## config.mk

```make
export PLATFORM = sky130hd
export DESIGN_NAME = alu_acc_sequencer
export DESIGN_NICKNAME = d
export VERILOG_FILES = /design/src/rtl/alu_pkg.sv /design/src/rtl/alu_flag_unit.sv /design/src/rtl/alu_acc_sequencer.sv
export SDC_FILE = /design/constraint.sdc
export NUM_CORES = 1
export LEC_CHECK = 0
export ABC_CLOCK_PERIOD_IN_PS = 2200
export BUFFER_PORTS_ARGS = -buffer_cell sky130_fd_sc_hd__clkbuf_2
export CAP_MARGIN = 0
export CORE_ASPECT_RATIO = 1.4
export CORE_MARGIN = 10
export CORE_UTILIZATION = 35
export CTS_CLUSTER_DIAMETER = 80
export DETAILED_ROUTE_END_ITERATION = 10
export PLACE_DENSITY = 0.64
export SLEW_MARGIN = 10
export SYNTH_ARGS = -nofsm -noshare
export SYNTH_HDL_FRONTEND = slang
export SYNTH_SLANG_ARGS = --single-unit
```

## constraint.sdc

```tcl
create_clock -name clk -period 2.2 [get_ports clk]
set_input_delay 0.44 -clock clk [delete_from_list [all_inputs] [get_ports clk]]
set_output_delay 0.44 -clock clk [all_outputs]
set_load 0.02 [all_outputs]
```

## src/rtl/alu_pkg.sv

```systemverilog
`default_nettype none
// ============================================================================
// Module      : alu_pkg
// Description : Opcode map, sequencer state encoding and opcode classifiers
//               shared by the ALU accumulator wrappers.
// Revision    : 1.0 - initial release
// ============================================================================
package alu_pkg;

    localparam logic [3:0] OP_PASS    = 4'h0;
    localparam logic [3:0] OP_INC     = 4'h1;
    localparam logic [3:0] OP_ADD     = 4'h2;
    localparam logic [3:0] OP_SUB     = 4'h3;
    localparam logic [3:0] OP_DEC     = 4'h4;
    localparam logic [3:0] OP_NOT     = 4'h5;
    localparam logic [3:0] OP_AND     = 4'h6;
    localparam logic [3:0] OP_NAND    = 4'h7;
    localparam logic [3:0] OP_OR      = 4'h8;
    localparam logic [3:0] OP_NOR     = 4'h9;
    localparam logic [3:0] OP_XOR     = 4'hA;
    localparam logic [3:0] OP_XNOR    = 4'hB;
    localparam logic [3:0] OP_GT      = 4'hC;
    localparam logic [3:0] OP_LT      = 4'hD;
    localparam logic [3:0] OP_EQ      = 4'hE;
    localparam logic [3:0] OP_ILLEGAL = 4'hF;

    typedef enum logic [1:0] {
        ST_IDLE = 2'd0,
        ST_EXEC = 2'd1,
        ST_DONE = 2'd2
    } seq_state_e;

    // Only add/sub report a meaningful overflow from the ALU.
    function automatic logic is_arith(input logic [3:0] op);
        return (op == OP_ADD) || (op == OP_SUB);
    endfunction

    function automatic logic is_cmp(input logic [3:0] op);
        return (op == OP_GT) || (op == OP_LT) || (op == OP_EQ);
    endfunction

    function automatic logic is_alu_write(input logic [3:0] op);
        logic w;
        case (op)
            OP_PASS, OP_INC, OP_ADD, OP_SUB, OP_DEC, OP_NOT,
            OP_AND, OP_NAND, OP_OR, OP_NOR, OP_XOR, OP_XNOR: w = 1'b1;
            default:                                         w = 1'b0;
        endcase
        return w;
    endfunction

endpackage : alu_pkg
`default_nettype wire

```

## src/rtl/alu_flag_unit.sv

```systemverilog
`default_nettype none
// ============================================================================
// Module      : alu_flag_unit
// Description : Zero detect on the registered result and sticky overflow flag.
// Revision    : 1.0 - initial release
// ============================================================================
module alu_flag_unit #(
    parameter int W         = 8,
    parameter int STICKY_EN = 1
) (
    input  logic         clk,
    input  logic         rst_n,
    input  logic         cap_en,
    input  logic         of_in,
    input  logic         clr_sticky,
    input  logic [W-1:0] res_data,
    output logic         res_zero,
    output logic         of_sticky
);

    assign res_zero = (res_data == '0);

    generate
        if (STICKY_EN != 0) begin : g_sticky
            logic sticky_q;
            logic sticky_d;

            // A capture with overflow beats a simultaneous clear.
            always_comb begin
                sticky_d = sticky_q;
                if (cap_en && of_in) begin
                    sticky_d = 1'b1;
                end else if (clr_sticky) begin
                    sticky_d = 1'b0;
                end
            end

            always_ff @(posedge clk or negedge rst_n) begin
                if (!rst_n) begin
                    sticky_q <= 1'b0;
                end else begin
                    sticky_q <= sticky_d;
                end
            end

            assign of_sticky = sticky_q;
        end else begin : g_no_sticky
            assign of_sticky = 1'b0;
        end
    endgenerate

endmodule : alu_flag_unit
`default_nettype wire

```

## src/rtl/alu_acc_sequencer.sv

```systemverilog
`default_nettype none
// ============================================================================
// Module      : alu_acc_sequencer
// Description : Handshaked accumulator sequencer driving an external 8-bit ALU.
// Revision    : 1.0 - initial release
// ============================================================================
module alu_acc_sequencer
    import alu_pkg::*;
#(
    parameter int W              = 8,
    parameter int CMP_WRITES_ACC = 0,
    parameter int STICKY_EN      = 1
) (
    input  logic         clk,
    input  logic         rst_n,
    input  logic         cmd_valid,
    output logic         cmd_ready,
    input  logic [3:0]   cmd_op,
    input  logic         cmd_load,
    input  logic [W-1:0] cmd_operand,
    output logic [W-1:0] alu_a,
    output logic [W-1:0] alu_b,
    output logic [3:0]   alu_op,
    input  logic [W-1:0] alu_out,
    input  logic         alu_of,
    output logic         res_valid,
    input  logic         res_ready,
    output logic [W-1:0] res_data,
    output logic         res_of,
    output logic         res_zero,
    output logic         res_err,
    output logic [W-1:0] acc_out,
    output logic         of_sticky,
    input  logic         clr_sticky
);

    seq_state_e   state_q,    state_d;
    logic [3:0]   op_q,       op_d;
    logic [W-1:0] operand_q,  operand_d;
    logic         load_q,     load_d;
    logic [W-1:0] acc_q,      acc_d;
    logic [W-1:0] res_data_q, res_data_d;
    logic         res_of_q,   res_of_d;
    logic         res_err_q,  res_err_d;
    logic         cap_en;

    // Gating with rst_n keeps ready low for the whole reset assertion.
    assign cmd_ready = (state_q == ST_IDLE) && rst_n;
    assign res_valid = (state_q == ST_DONE);

    always_comb begin
        state_d    = state_q;
        op_d       = op_q;
        operand_d  = operand_q;
        load_d     = load_q;
        acc_d      = acc_q;
        res_data_d = res_data_q;
        res_of_d   = res_of_q;
        res_err_d  = res_err_q;
        cap_en     = 1'b0;

        unique case (state_q)
            ST_IDLE: begin
                if (cmd_valid && cmd_ready) begin
                    op_d      = cmd_op;
                    operand_d = cmd_operand;
                    load_d    = cmd_load;
                    state_d   = ST_EXEC;
                end
            end
            ST_EXEC: begin
                cap_en  = 1'b1;
                state_d = ST_DONE;
                if (load_q) begin
                    acc_d      = operand_q;
                    res_data_d = operand_q;
                    res_of_d   = 1'b0;
                    res_err_d  = 1'b0;
                end else if (op_q == OP_ILLEGAL) begin
                    // ALU output is undefined for this opcode, so it is never sampled.
                    res_data_d = acc_q;
                    res_of_d   = 1'b0;
                    res_err_d  = 1'b1;
                end else begin
                    res_data_d = alu_out;
                    res_of_d   = alu_of & is_arith(op_q);
                    res_err_d  = 1'b0;
                    if (is_alu_write(op_q) || (is_cmp(op_q) && (CMP_WRITES_ACC != 0))) begin
                        acc_d = alu_out;
                    end
                end
            end
            ST_DONE: begin
                if (res_ready) begin
                    state_d = ST_IDLE;
                end
            end
            default: begin
                state_d = ST_IDLE;
            end
        endcase
    end

    always_ff @(posedge clk or negedge rst_n) begin
        if (!rst_n) begin
            state_q    <= ST_IDLE;
            op_q       <= '0;
            operand_q  <= '0;
            load_q     <= 1'b0;
            acc_q      <= '0;
            res_data_q <= '0;
            res_of_q   <= 1'b0;
            res_err_q  <= 1'b0;
        end else begin
            state_q    <= state_d;
            op_q       <= op_d;
            operand_q  <= operand_d;
            load_q     <= load_d;
            acc_q      <= acc_d;
            res_data_q <= res_data_d;
            res_of_q   <= res_of_d;
            res_err_q  <= res_err_d;
        end
    end

    alu_flag_unit #(
        .W         (W),
        .STICKY_EN (STICKY_EN)
    ) u_flags (
        .clk        (clk),
        .rst_n      (rst_n),
        .cap_en     (cap_en),
        .of_in      (res_of_d),
        .clr_sticky (clr_sticky),
        .res_data   (res_data_q),
        .res_zero   (res_zero),
        .of_sticky  (of_sticky)
    );

    assign alu_a    = acc_q;
    assign alu_b    = operand_q;
    assign alu_op   = op_q;
    assign res_data = res_data_q;
    assign res_of   = res_of_q;
    assign res_err  = res_err_q;
    assign acc_out  = acc_q;

endmodule : alu_acc_sequencer
`default_nettype wire
```

==> out/metrics.yaml <==
synth.largest_area_cell: "sky130_fd_sc_hd__dfrtp_1"
cts_tree: "yes"
final-hold-violation-count: 0
floorplan.io_pins: 69
timing.final.crit_share: 0.884
detailedRoute.firstPassIterationCount: 4
vias: 1198
grt_use_total: 0.111
place.gp.congestion: 0.795
port_buffers: 68
synth_cell_types: 23
overall_routed_net_length_mm: 4.28
syn_area_per_cell_um2: 12.1
number_of_synthesized_register_bits: 34
leakage_nw: 1.04
worst_slew_margin: 0.477
worstPathRequired_ps: 1760
critPathLaunchType: "flop"
antenna_left: 0
net_switching_share_of_the_total_power: 0.417
cp-end-kind: "output port"
placed_cells_incl_taps: 251
syn-num-nets: 161
worst_ir_drop_vdd_mv: 0.394
grt_first_pass_wirelength_mm: 6.82
worstPathCellList: "or4_1 -> nor2_1 -> clkbuf_2"
remaining_drc_errors: 0
post_synth_inst_count: 134
edff_count_synth: 0
final.setup_skew_ps: 8.35
regToRegSetupSlack_ps: 410
yosysWarningCount: 0
cts_sinks: 34
crit_slowest_cell: "sky130_fd_sc_hd__or4_1"
critical_path.max_fanout: 3
ctsResizeCount: 0
unrepaired_setup_endpoints_after_global_routing: "no"
first_global_vias: 1313
slew_violations: 0
clock-root-buffer: "sky130_fd_sc_hd__clkbuf_8"
globalRouteOverflowTotal: 0
clock_tree.htree_level_count: 2
timing.critical_path.arrival_ps: 1510
worstSkewPairLatency_ps: 290
synth_most_common_cell: "sky130_fd_sc_hd__dfrtp_1"
critical_path_class: "flop to output port"
synth_top_cells_by_count: "34 x sky130_fd_sc_hd__dfrtp_1, 28 x sky130_fd_sc_hd__mux2_2, 9 x sky130_fd_sc_hd__buf_4"
switching_power_mw: 1.10
achievable-frequency_ghz: 0.514
hold_buf_count_cts: 0
worstReg2RegEnd: "acc_out[7]"
setup-violations-final: 0
grt_antenna_before_repair: 0
grt_max_degree: 35
cts_buffer_depth: 2
pwr_density_cell_nw_per_um2: 1290
synth.yosys.seq_area_share: 0.526
ys_async_sr_fraction: 1.00
post_layout_nonfiller_instances: 259
routed_wire_length_per_instance_um: 16.5
timing.final.ws_setup_ps: 254
max_slew.worst_pin.slew_ps: 779
finalCriticalPeriod_ps: 1950
layout.core_utilization: 0.454
r2r.worst_path.cells: 3
maxCapViolCount: 0
post_drt_via_cell_ratio: 4.63
area_growth_pct: 26.1
synth_area_um2: 1620
worstHoldPathType: "input port to asynchronous set/reset pin"
initial_utilization: 0.360
nets: 223
die_height_um: 100
hpwl_after_dpl_mm: 3.32
place_worst_setup_slack_ps: 379
die_width_um: 77.5
worstReg2RegStart: "state_q[1]"
final_layout_size_suffix_gt1_frac: 0.548
cts.reportedPaths.clkPinSlew_ps: 70
timing.setup.tns_ps: 0
area_of_the_placeable_core_um2: 4500
internal_mw: 1.53
cts_post_setup_buffers_inserted: 0
numCtsBuffers: 5
die_area_um2: 7780
detailedRoute.firstIterationViolations: 70
antenna_cells_inserted: 0
power.share.clock: 0.183
netlist_top_cells_area: "sky130_fd_sc_hd__dfrtp_1 53%, sky130_fd_sc_hd__mux2_2 19%, sky130_fd_sc_hd__mux2i_1 4.9%, sky130_fd_sc_hd__buf_4 4.2%, sky130_fd_sc_hd__o22ai_1 2.7%"
p_comb_frac: 0.421
critical_path.max_stage_delay_ps: 540
totalPowerFinal_mw: 2.63
row_cnt: 29
ys.flop_type: "sky130_fd_sc_hd__dfrtp_1"
seq_power_share: 0.396
status: "complete, no violations"
yosys.area.top_type_share: 0.526
## cell usage in the layout, fill, tap and decap left out
cell and instances:
sky130_fd_sc_hd__clkbuf_2 68, sky130_fd_sc_hd__dfrtp_1 34, sky130_fd_sc_hd__mux2_2 28, sky130_fd_sc_hd__nor2_1 8, sky130_fd_sc_hd__mux2i_1 8, sky130_fd_sc_hd__a21oi_1 7
sky130_fd_sc_hd__o22ai_1 7, sky130_fd_sc_hd__nand2_1 6, sky130_fd_sc_hd__clkbuf_8 6, sky130_fd_sc_hd__nand2b_1 3, sky130_fd_sc_hd__inv_1 3, sky130_fd_sc_hd__o21ai_0 3
sky130_fd_sc_hd__buf_4 3, sky130_fd_sc_hd__or4_1 2, sky130_fd_sc_hd__or3b_1 1, sky130_fd_sc_hd__or4b_4 1, sky130_fd_sc_hd__nor3b_1 1, sky130_fd_sc_hd__and2_1 1
sky130_fd_sc_hd__nor2b_1 1, sky130_fd_sc_hd__o21ai_1 1, sky130_fd_sc_hd__nand4_1 1, sky130_fd_sc_hd__o221ai_1 1, sky130_fd_sc_hd__o21ai_2 1, sky130_fd_sc_hd__clkinv_2 1
sky130_fd_sc_hd__clkbuf_1 1
## how the worst max path moves through the flow
stage / to / depth (start not counted) / from / slack [ps]
after CTS: res_zero / 3 / res_data[1] / 240
final: res_zero / 3 / res_data[1] / 250
after detailed placement: acc_out[6] / 3 / state_q[1] / 380
after global routing: res_zero / 3 / res_data[5] / 190
after floorplan: alu_b[0] / 5 / rst_n / 150
after global placement: alu_op[3] / 5 / rst_n / 480
## through the flow
stage | hold slack, ps | area, um2
2_1_floorplan | 144 | 1620
3_3_place_gp | 464 | 1950
3_5_place_dp | 462 | 1950
4_1_cts | 236 | 2040
5_1_grt | 262 | 2040
6_report | 224 | 2040
## final cells by class
cell class	instances	area, um2
Timing Repair Buffer	71	363
Multi-Input combinational cell	81	647
Clock inverter	1	5.00
Clock buffer	7	86.3
Fill cell	464	2460
Inverter	3	11.3
Tap cell	62	77.6
Sequential cell	34	851
## metal layers
metal	GRT usage	part of all wire	up-vias	wire (um)
met3	0.0367	0.058	6	246
met4	0.0549	0.020	0	84
met2	0.192	0.54	34	2310
met5	0	0	-	0
li1	-	-	587	-
met1	0.117	0.38	571	1640
## power groups by stage
stage               combinational [mW]  clock, mW  sequential, mW
CTS                               1.13      0.489            1.04
floorplan                        0.577          0            1.27
finish                            1.11      0.480            1.04
global route                      1.19      0.517            1.08
global placement                  1.12          0            1.05
detailed placement                1.13          0            1.05
## cells by family (layout without fill, tap and decap cells)
family	after synthesis	after routing	synth area share
flip-flops	34	34	0.526
buffers and inverters	19	82	0.0742
multiplexers	36	36	0.244
AND/OR/NAND/NOR	25	25	0.0835
AO/OA/AOI/OAI	20	20	0.0719
## critical path: cells and delay by family (launching register included)
| family | cells | cell delay (ps) |
|---|---|---|
| buffers and inverters | 1 | 170 |
| flip-flops | 1 | 410 |
| AND/OR/NAND/NOR | 2 | 640 |
## flip-flops by register name, indices dropped and copies added (netlist names)
register	cells
state_q	2
load_q	1
alu_op	4
u_flags.of_sticky	1
acc_out	8
res_err	1
res_data	8
res_of	1
alu_b	8
No activity file was read; power rests on OpenSTA's default activity.
